===== src/rtl/alu_seq_if.sv =====
// Operation/result handshake bus between the decode stage and alu_seq.
// The master side issues operations and consumes results; the slave side is the ALU.
interface alu_seq_if #(
  parameter int WIDTH = 16
);
  logic             in_valid;
  logic             in_ready;
  logic [3:0]       op;
  logic [WIDTH-1:0] a;
  logic [WIDTH-1:0] b;
  logic             out_valid;
  logic             out_ready;
  logic [WIDTH-1:0] result;
  logic [WIDTH-1:0] result_hi;
  logic             flag_c;
  logic             flag_f;
  logic             flag_l;
  logic             flag_n;
  logic             flag_z;

  modport master (
    output in_valid, op, a, b, out_ready,
    input  in_ready, out_valid, result, result_hi,
    input  flag_c, flag_f, flag_l, flag_n, flag_z
  );

  modport slave (
    input  in_valid, op, a, b, out_ready,
    output in_ready, out_valid, result, result_hi,
    output flag_c, flag_f, flag_l, flag_n, flag_z
  );
endinterface


===== src/rtl/alu_seq.sv =====
// Registered ALU with valid/ready handshake, carry-chained ADDC and an iterative
// shift-add unsigned multiplier. Results and flags are held until consumed.
module alu_seq #(
  parameter int WIDTH = 16
) (
  input  logic     clk,
  input  logic     rst_n,
  alu_seq_if.slave bus
);

  localparam int MSB = WIDTH - 1;
  localparam int CW  = $clog2(WIDTH + 1);

  localparam logic [3:0] OP_ADD  = 4'd0;
  localparam logic [3:0] OP_ADDU = 4'd1;
  localparam logic [3:0] OP_ADDC = 4'd2;
  localparam logic [3:0] OP_SUB  = 4'd3;
  localparam logic [3:0] OP_CMP  = 4'd4;
  localparam logic [3:0] OP_AND  = 4'd5;
  localparam logic [3:0] OP_OR   = 4'd6;
  localparam logic [3:0] OP_XOR  = 4'd7;
  localparam logic [3:0] OP_NOT  = 4'd8;
  localparam logic [3:0] OP_LSH  = 4'd9;
  localparam logic [3:0] OP_RSH  = 4'd10;
  localparam logic [3:0] OP_ARSH = 4'd11;
  localparam logic [3:0] OP_MULU = 4'd12;

  typedef enum logic [0:0] {
    IDLE = 1'b0,
    MUL  = 1'b1
  } state_t;

  state_t               state_r;
  state_t               state_nxt_s;
  logic                 in_ready_s;
  logic                 accept_s;
  logic                 start_mul_s;
  logic                 mul_done_s;
  logic                 load_s;

  logic [WIDTH-1:0]     a_s;
  logic [WIDTH-1:0]     b_s;
  logic [3:0]           op_s;

  logic [WIDTH:0]       sum_s;
  logic [WIDTH:0]       addc_s;
  logic [WIDTH-1:0]     diff_s;
  logic                 lt_u_s;
  logic                 lt_s_s;
  logic                 shift_big_s;

  logic [WIDTH-1:0]     alu_res_s;
  logic                 fc_s;
  logic                 ff_s;
  logic                 fl_s;
  logic                 fn_s;
  logic                 fz_s;

  logic [CW-1:0]        cnt_r;
  logic [2*WIDTH-1:0]   mcand_r;
  logic [WIDTH-1:0]     mplier_r;
  logic [2*WIDTH-1:0]   acc_r;
  logic [2*WIDTH-1:0]   acc_nxt_s;

  logic [WIDTH-1:0]     load_res_s;
  logic [WIDTH-1:0]     load_hi_s;
  logic [4:0]           load_flags_s;

  logic                 out_valid_r;
  logic [WIDTH-1:0]     result_r;
  logic [WIDTH-1:0]     result_hi_r;
  logic [4:0]           flags_r;
  logic                 carry_r;

  assign a_s  = bus.a;
  assign b_s  = bus.b;
  assign op_s = bus.op;

  assign in_ready_s  = (state_r == IDLE) && (!out_valid_r || bus.out_ready);
  assign accept_s    = bus.in_valid && in_ready_s;
  assign start_mul_s = accept_s && (op_s == OP_MULU);
  assign load_s      = mul_done_s || (accept_s && (op_s != OP_MULU));

  assign sum_s       = {1'b0, a_s} + {1'b0, b_s};
  assign addc_s      = {1'b0, a_s} + {1'b0, b_s} + {{WIDTH{1'b0}}, carry_r};
  assign diff_s      = a_s - b_s;
  assign lt_u_s      = (a_s < b_s);
  assign lt_s_s      = ($signed(a_s) < $signed(b_s));
  assign shift_big_s = (b_s >= WIDTH'(WIDTH));
  assign acc_nxt_s   = acc_r + (mplier_r[0] ? mcand_r : {(2*WIDTH){1'b0}});

  // Single-cycle result and flags for every op except MULU; flags are {c,f,l,n,z}.
  always_comb begin
    alu_res_s = {WIDTH{1'b0}};
    fc_s      = 1'b0;
    ff_s      = 1'b0;
    fl_s      = 1'b0;
    fn_s      = 1'b0;
    fz_s      = 1'b0;
    case (op_s)
      OP_ADD: begin
        alu_res_s = sum_s[MSB:0];
        ff_s      = (a_s[MSB] == b_s[MSB]) && (sum_s[MSB] != a_s[MSB]);
        fn_s      = sum_s[MSB];
        fl_s      = lt_u_s;
        fz_s      = ~|sum_s[MSB:0];
      end
      OP_ADDU: begin
        alu_res_s = sum_s[MSB:0];
        fc_s      = sum_s[WIDTH];
        fl_s      = lt_u_s;
        fz_s      = ~|sum_s[MSB:0];
      end
      OP_ADDC: begin
        alu_res_s = addc_s[MSB:0];
        fc_s      = addc_s[WIDTH];
        fl_s      = lt_u_s;
        fz_s      = ~|addc_s;
      end
      OP_SUB: begin
        alu_res_s = diff_s;
        ff_s      = (a_s[MSB] != b_s[MSB]) && (diff_s[MSB] != a_s[MSB]);
        fn_s      = diff_s[MSB];
        fl_s      = lt_u_s;
        fz_s      = ~|diff_s;
      end
      OP_CMP: begin
        fn_s = lt_s_s;
        fl_s = lt_u_s;
        fz_s = (a_s == b_s);
      end
      OP_AND, OP_OR, OP_XOR: begin
        if (op_s == OP_AND) begin
          alu_res_s = a_s & b_s;
        end else if (op_s == OP_OR) begin
          alu_res_s = a_s | b_s;
        end else begin
          alu_res_s = a_s ^ b_s;
        end
        fn_s = alu_res_s[MSB];
        fl_s = lt_u_s;
        fz_s = ~|alu_res_s;
      end
      OP_NOT: begin
        alu_res_s = ~a_s;
        fn_s      = ~a_s[MSB];
        fz_s      = &a_s;
      end
      OP_LSH, OP_RSH, OP_ARSH: begin
        if (op_s == OP_LSH) begin
          alu_res_s = shift_big_s ? {WIDTH{1'b0}} : (a_s << b_s);
        end else if (op_s == OP_RSH) begin
          alu_res_s = shift_big_s ? {WIDTH{1'b0}} : (a_s >> b_s);
        end else begin
          alu_res_s = shift_big_s ? {WIDTH{a_s[MSB]}} : $unsigned($signed(a_s) >>> b_s);
        end
        fz_s = ~|alu_res_s;
      end
      default: begin
        alu_res_s = {WIDTH{1'b0}};
      end
    endcase
  end

  // Pick what gets registered: the finished product or the single-cycle result.
  always_comb begin
    if (mul_done_s) begin
      load_res_s   = acc_nxt_s[MSB:0];
      load_hi_s    = acc_nxt_s[2*WIDTH-1:WIDTH];
      load_flags_s = {(|acc_nxt_s[2*WIDTH-1:WIDTH]), 3'b000, (~|acc_nxt_s)};
    end else begin
      load_res_s   = alu_res_s;
      load_hi_s    = {WIDTH{1'b0}};
      load_flags_s = {fc_s, ff_s, fl_s, fn_s, fz_s};
    end
  end

  // Next-state logic: MUL runs WIDTH shift-add steps, the last one completes the op.
  always_comb begin
    state_nxt_s = state_r;
    mul_done_s  = 1'b0;
    case (state_r)
      IDLE: begin
        if (start_mul_s) begin
          state_nxt_s = MUL;
        end else begin
          state_nxt_s = IDLE;
        end
      end
      MUL: begin
        if (cnt_r == CW'(WIDTH - 1)) begin
          state_nxt_s = IDLE;
          mul_done_s  = 1'b1;
        end else begin
          state_nxt_s = MUL;
        end
      end
      default: begin
        state_nxt_s = IDLE;
      end
    endcase
  end

  // State register.
  always_ff @(posedge clk or negedge rst_n) begin
    if (!rst_n) begin
      state_r <= IDLE;
    end else begin
      state_r <= state_nxt_s;
    end
  end

  // Multiplier datapath: multiplicand shifts left, multiplier shifts right.
  always_ff @(posedge clk or negedge rst_n) begin
    if (!rst_n) begin
      cnt_r    <= {CW{1'b0}};
      mcand_r  <= {(2*WIDTH){1'b0}};
      mplier_r <= {WIDTH{1'b0}};
      acc_r    <= {(2*WIDTH){1'b0}};
    end else if (start_mul_s) begin
      cnt_r    <= {CW{1'b0}};
      mcand_r  <= {{WIDTH{1'b0}}, a_s};
      mplier_r <= b_s;
      acc_r    <= {(2*WIDTH){1'b0}};
    end else if (mul_done_s) begin
      cnt_r    <= {CW{1'b0}};
      acc_r    <= acc_nxt_s;
    end else if (state_r == MUL) begin
      cnt_r    <= cnt_r + CW'(1);
      mcand_r  <= mcand_r << 1;
      mplier_r <= mplier_r >> 1;
      acc_r    <= acc_nxt_s;
    end
  end

  // Output registers and the chained carry; a new result wins over a same-edge drain.
  always_ff @(posedge clk or negedge rst_n) begin
    if (!rst_n) begin
      out_valid_r <= 1'b0;
      result_r    <= {WIDTH{1'b0}};
      result_hi_r <= {WIDTH{1'b0}};
      flags_r     <= 5'b00000;
      carry_r     <= 1'b0;
    end else if (load_s) begin
      out_valid_r <= 1'b1;
      result_r    <= load_res_s;
      result_hi_r <= load_hi_s;
      flags_r     <= load_flags_s;
      carry_r     <= load_flags_s[4];
    end else if (out_valid_r && bus.out_ready) begin
      out_valid_r <= 1'b0;
    end
  end

  assign bus.in_ready  = in_ready_s;
  assign bus.out_valid = out_valid_r;
  assign bus.result    = result_r;
  assign bus.result_hi = result_hi_r;
  assign bus.flag_c    = flags_r[4];
  assign bus.flag_f    = flags_r[3];
  assign bus.flag_l    = flags_r[2];
  assign bus.flag_n    = flags_r[1];
  assign bus.flag_z    = flags_r[0];

endmodule


===== src/flat_wrapper.sv =====
// flat-port wrapper written by rule: the top's interface ports become plain ports
module alu_seq_flat 
#(
  parameter int WIDTH = 16
)
  (clk, rst_n, bus_in_valid, bus_op, bus_a, bus_b, bus_out_ready, bus_in_ready, bus_out_valid, bus_result, bus_result_hi, bus_flag_c, bus_flag_f, bus_flag_l, bus_flag_n, bus_flag_z);
  alu_seq_if #(.WIDTH(WIDTH)) bus_i ();
  input  logic clk;
  input  logic rst_n;
  input wire logic [$bits(bus_i.in_valid)-1:0] bus_in_valid;
  input wire logic [$bits(bus_i.op)-1:0] bus_op;
  input wire logic [$bits(bus_i.a)-1:0] bus_a;
  input wire logic [$bits(bus_i.b)-1:0] bus_b;
  input wire logic [$bits(bus_i.out_ready)-1:0] bus_out_ready;
  output wire logic [$bits(bus_i.in_ready)-1:0] bus_in_ready;
  output wire logic [$bits(bus_i.out_valid)-1:0] bus_out_valid;
  output wire logic [$bits(bus_i.result)-1:0] bus_result;
  output wire logic [$bits(bus_i.result_hi)-1:0] bus_result_hi;
  output wire logic [$bits(bus_i.flag_c)-1:0] bus_flag_c;
  output wire logic [$bits(bus_i.flag_f)-1:0] bus_flag_f;
  output wire logic [$bits(bus_i.flag_l)-1:0] bus_flag_l;
  output wire logic [$bits(bus_i.flag_n)-1:0] bus_flag_n;
  output wire logic [$bits(bus_i.flag_z)-1:0] bus_flag_z;
  assign bus_i.in_valid = bus_in_valid;
  assign bus_i.op = bus_op;
  assign bus_i.a = bus_a;
  assign bus_i.b = bus_b;
  assign bus_i.out_ready = bus_out_ready;
  assign bus_in_ready = bus_i.in_ready;
  assign bus_out_valid = bus_i.out_valid;
  assign bus_result = bus_i.result;
  assign bus_result_hi = bus_i.result_hi;
  assign bus_flag_c = bus_i.flag_c;
  assign bus_flag_f = bus_i.flag_f;
  assign bus_flag_l = bus_i.flag_l;
  assign bus_flag_n = bus_i.flag_n;
  assign bus_flag_z = bus_i.flag_z;
  alu_seq #(.WIDTH(WIDTH)) u_core (.clk(clk), .rst_n(rst_n), .bus(bus_i));
endmodule

===== config.mk =====
export PLATFORM = sky130hd
export DESIGN_NAME = alu_seq_flat
export DESIGN_NICKNAME = d
export VERILOG_FILES = /design/src/rtl/alu_seq_if.sv /design/src/rtl/alu_seq.sv /design/src/flat_wrapper.sv
export SDC_FILE = /design/constraint.sdc
export NUM_CORES = 1
export LEC_CHECK = 0
export CAP_MARGIN = 20
export CORE_MARGIN = 3
export CORE_UTILIZATION = 28
export DETAILED_ROUTE_END_ITERATION = 16
export GPL_TIMING_DRIVEN = 0
export PLACE_DENSITY = 0.41
export SLEW_MARGIN = 20
export SYNTH_ARGS = -nofsm -noshare
export SYNTH_HDL_FRONTEND = slang
export SYNTH_SLANG_ARGS = --single-unit

===== constraint.sdc =====
create_clock -name clk -period 8.9 [get_ports clk]
set_input_delay 1.78 -clock clk [delete_from_list [all_inputs] [get_ports clk]]
set_output_delay 1.78 -clock clk [all_outputs]
set_load 0.02 [all_outputs]

==> reports/metrics.yaml <==
drv_slew: 0
setup_tns_ps: 0
synth.most_common_cell: "nand2_1"
netlist_area_um2: 12700
ctsResizeCount: 0
drt_pass1_iterations: 6
syn-num-nets: 1784
synth_top_area_share_pct: 24.4
syn_avg_cell_area_um2: 7.67
cts.sink_count: 124
worst_pin_slew_ps: 1070
cts_tree: "built"
drc: 0
vdd_drop_max_v: 0.000142
grt_pass1_vias: 13300
numPortBuffers: 76
syn_to_final_growth_pct: 16.9
total_power_mw: 3.15
setup_violations: 0
grt_pass1_wl_um: 89400
synth_area_leader_cell: "dfrtp_1"
period_needed_ps: 7170
grt_remaining_overflow: 0
utilization_pct: 33.4
max_slew_margin_pct: 28.5
rsz0062_at_grt: "false"
synth_cells: 1659
core_um2: 44500
yosysWarningCount: 0
clock_latency_ps: 430
clockBufferDepth: 2
required_ps: 9260
row_count: 77
grt_max_degree: 89
power_density_nw_per_um2: 212
postPlaceCellArea_um2: 14300
cap_violations: 0
root_buffer: "clkbuf_16"
yosys-top-cells-area: "dfrtp_1 (24%), ha_1 (8.1%), nand2_1 (6.7%)"
antenna_found_initial: 3
n_antenna_cell: 0
synth_async_sr_flop_share_pct: 100
cts_buffers: 17
avgRoutedWirePerCell_um: 25.3
die_y_um: 219
arrival_ps: 7530
holdBufCountCts: 0
ioPinCount: 79
synth_cell_types: 98
die_w_um: 219
leakage_nw: 6.25
reg2reg_slack_ps: 3830
pre_cts_slack_ps: 1440
grt_use_total_pct: 24.8
post_cts_buffers: 0
routabilityCongestion: 0.954
drt_iter0_drc: 1231
synth_edf_count: 0
criticalPathCategory: "in -> reg"
pwr-share-seq_pct: 28.8
wl_um: 59700
intPower_mw: 1.72
htreeDepth: 4
die_area_um2: 48000
finalHoldViolCount: 0
routed_via_density: 5.75
switching_power_mw: 1.43
critical_path_peak_fanout: 11
worst_clock_skew_ps: 17.9
num_vias: 13600
ys_seq_elements: 124
setup_slack_ps: 1730
drive_above_1_share_pct: 6.16
worstSetupEndpointType: "flop"
synth_common_cells: "nand2_1 (228), nor2_1 (145), dfrtp_1 (124)"
ys.flop_type: "dfrtp_1"
pwr-share-clk_pct: 23.1
fin_nets: 1881
p_comb_share_pct: 48.1
place_hpwl_um: 46700
run_status: "finished, final reports clean"
initial_utilization_pct: 28.6
clock.fmax_mhz: 139
startpoint_type: "input port"
power_switching_share_pct: 45.4
clk_pin_slew_ps: 70
ys_seq_area_share_pct: 24.4
fin_crit_sh_pct: 80.5
fin_area_um2: 14900
ant_nets: 0
hold_path_class: "reg -> reg"
routing by layer:
| layer | up-vias | track usage [%] | share of wire [%] |
|---|---|---|---|
| li1 | 6310 | - | - |
| met1 | 6693 | 34.7 | 46 |
| met2 | 498 | 39.2 | 45 |
| met3 | 75 | 5.05 | 6.7 |
| met4 | 4 | 5.83 | 2.0 |
| met5 | - | 0 | 0.047 |
worst paths after layout:
| check | from | end | cells past startpoint |
|---|---|---|---|
| max reg2reg | u_core.mplier_r[0]$_DFFE_PN0P_ | u_core.flags_r[4]$_DFFE_PN0P_ | 15 |
| min in group asynchronous | rst_n | u_core.bus.result[13]$_DFFE_PN0P_ | 1 |
| min | u_core.flags_r[3]$_DFFE_PN0P_ | u_core.flags_r[3]$_DFFE_PN0P_ | 2 |
| min reg2reg | u_core.flags_r[3]$_DFFE_PN0P_ | u_core.flags_r[3]$_DFFE_PN0P_ | 2 |
| max in group asynchronous | rst_n | u_core.acc_r[27]$_DFFE_PN0P_ | 2 |
| max | bus_b[2] | u_core.flags_r[0]$_DFFE_PN0P_ | 18 |
per-stage QoR:
stage / cells / hold slack [ps]
final: 2361 / 483
after global routing: 2361 / 519
after CTS: 2361 / 493
after detailed placement: 2329 / 478
after global placement: 2327 / 471
after floorplan: 1659 / 446
cells by family (layout without fill, tap and decap cells):
kind of cell	count (synthesis)	after routing	synth area share, %
AOI/OAI and AO/OA	526	526	28.7
muxes	45	45	4.47
DFF	124	124	24.4
xor gates and xnor gates	60	60	4.13
buffers and inverters	187	297	5.79
and+or+nand+nor	632	632	24.0
adders and majority gates	85	85	8.54
state kept, by name, summed over array words and instances (netlist names):
| register | count |
|---|---|
| u_core.mplier_r | 16 |
| u_core.bus.out_valid | 1 |
| u_core.acc_r | 32 |
| u_core.bus.result_hi | 16 |
| u_core.mcand_r | 32 |
| u_core.bus.result | 16 |
| u_core.state_r | 1 |
| u_core.cnt_r | 5 |
| u_core.flags_r | 5 |
power groups by stage:
stage               clock network, mW  logic (mW)  registers, mW
floorplan                           0       0.924          0.915
global placement                    0        1.50          0.920
detailed placement                  0        1.51          0.918
CTS                             0.744        1.51          0.911
global route                    0.771        1.67          0.935
finish                          0.727        1.52          0.908
final cells by class:
class	instances	area, um2
Fill cell	4883	29600
Multi-Input combinational cell	1348	8890
Sequential cell	124	3100
Timing Repair Buffer	78	798
Tap cell	592	741
Buffer	122	493
Clock buffer	17	425
Inverter	65	244
Clock inverter	15	179
worst max-delay path: stages:
cell	delay [ps]
clkdlybuf4s50_1	430
buf_4	210
inv_1	100
clkbuf_1	570
clkbuf_1	640
ha_1	350
buf_2	180
o21ai_1	340
nor2_1	120
o311ai_2	630
nand4_1	350
nor4_2	520
and2_1	290
nand2_1	70
a2111oi_0	510
nand4_1	200
nand3_1	140
a31o_1	110
cells in the final DEF (no fill, tap or decap), types with 7 or more instances in the layout:
cell,netlist,layout
nand2_1,228,228
nor2_1,145,145
dfrtp_1,124,124
o21ai_0,106,106
clkbuf_1,102,102
a21oi_1,102,102
ha_1,82,82
clkdlybuf4s50_1,0,75
inv_1,65,65
xnor2_1,48,48
and2_1,40,40
nor3_1,40,40
a22o_1,35,35
a211oi_1,33,33
a31oi_1,32,32
nand4_1,31,31
nand3_1,27,27
mux2i_1,22,22
nor4_1,21,21
o22ai_1,20,20
a22oi_1,19,19
and3_1,18,18
clkbuf_16,0,17
mux2_2,15,15
o21a_1,14,14
a21o_1,14,14
or3_1,13,13
nand2b_1,13,13
a221oi_1,13,13
nor2b_1,12,12
xor2_1,12,12
buf_2,10,11
o21bai_1,11,11
o211ai_1,11,11
o211a_1,9,9
a2111oi_0,9,9
o311ai_0,9,9
a211o_1,8,8
mux4_2,8,8
a221o_1,7,7
(Power assumes the default switching activity.)
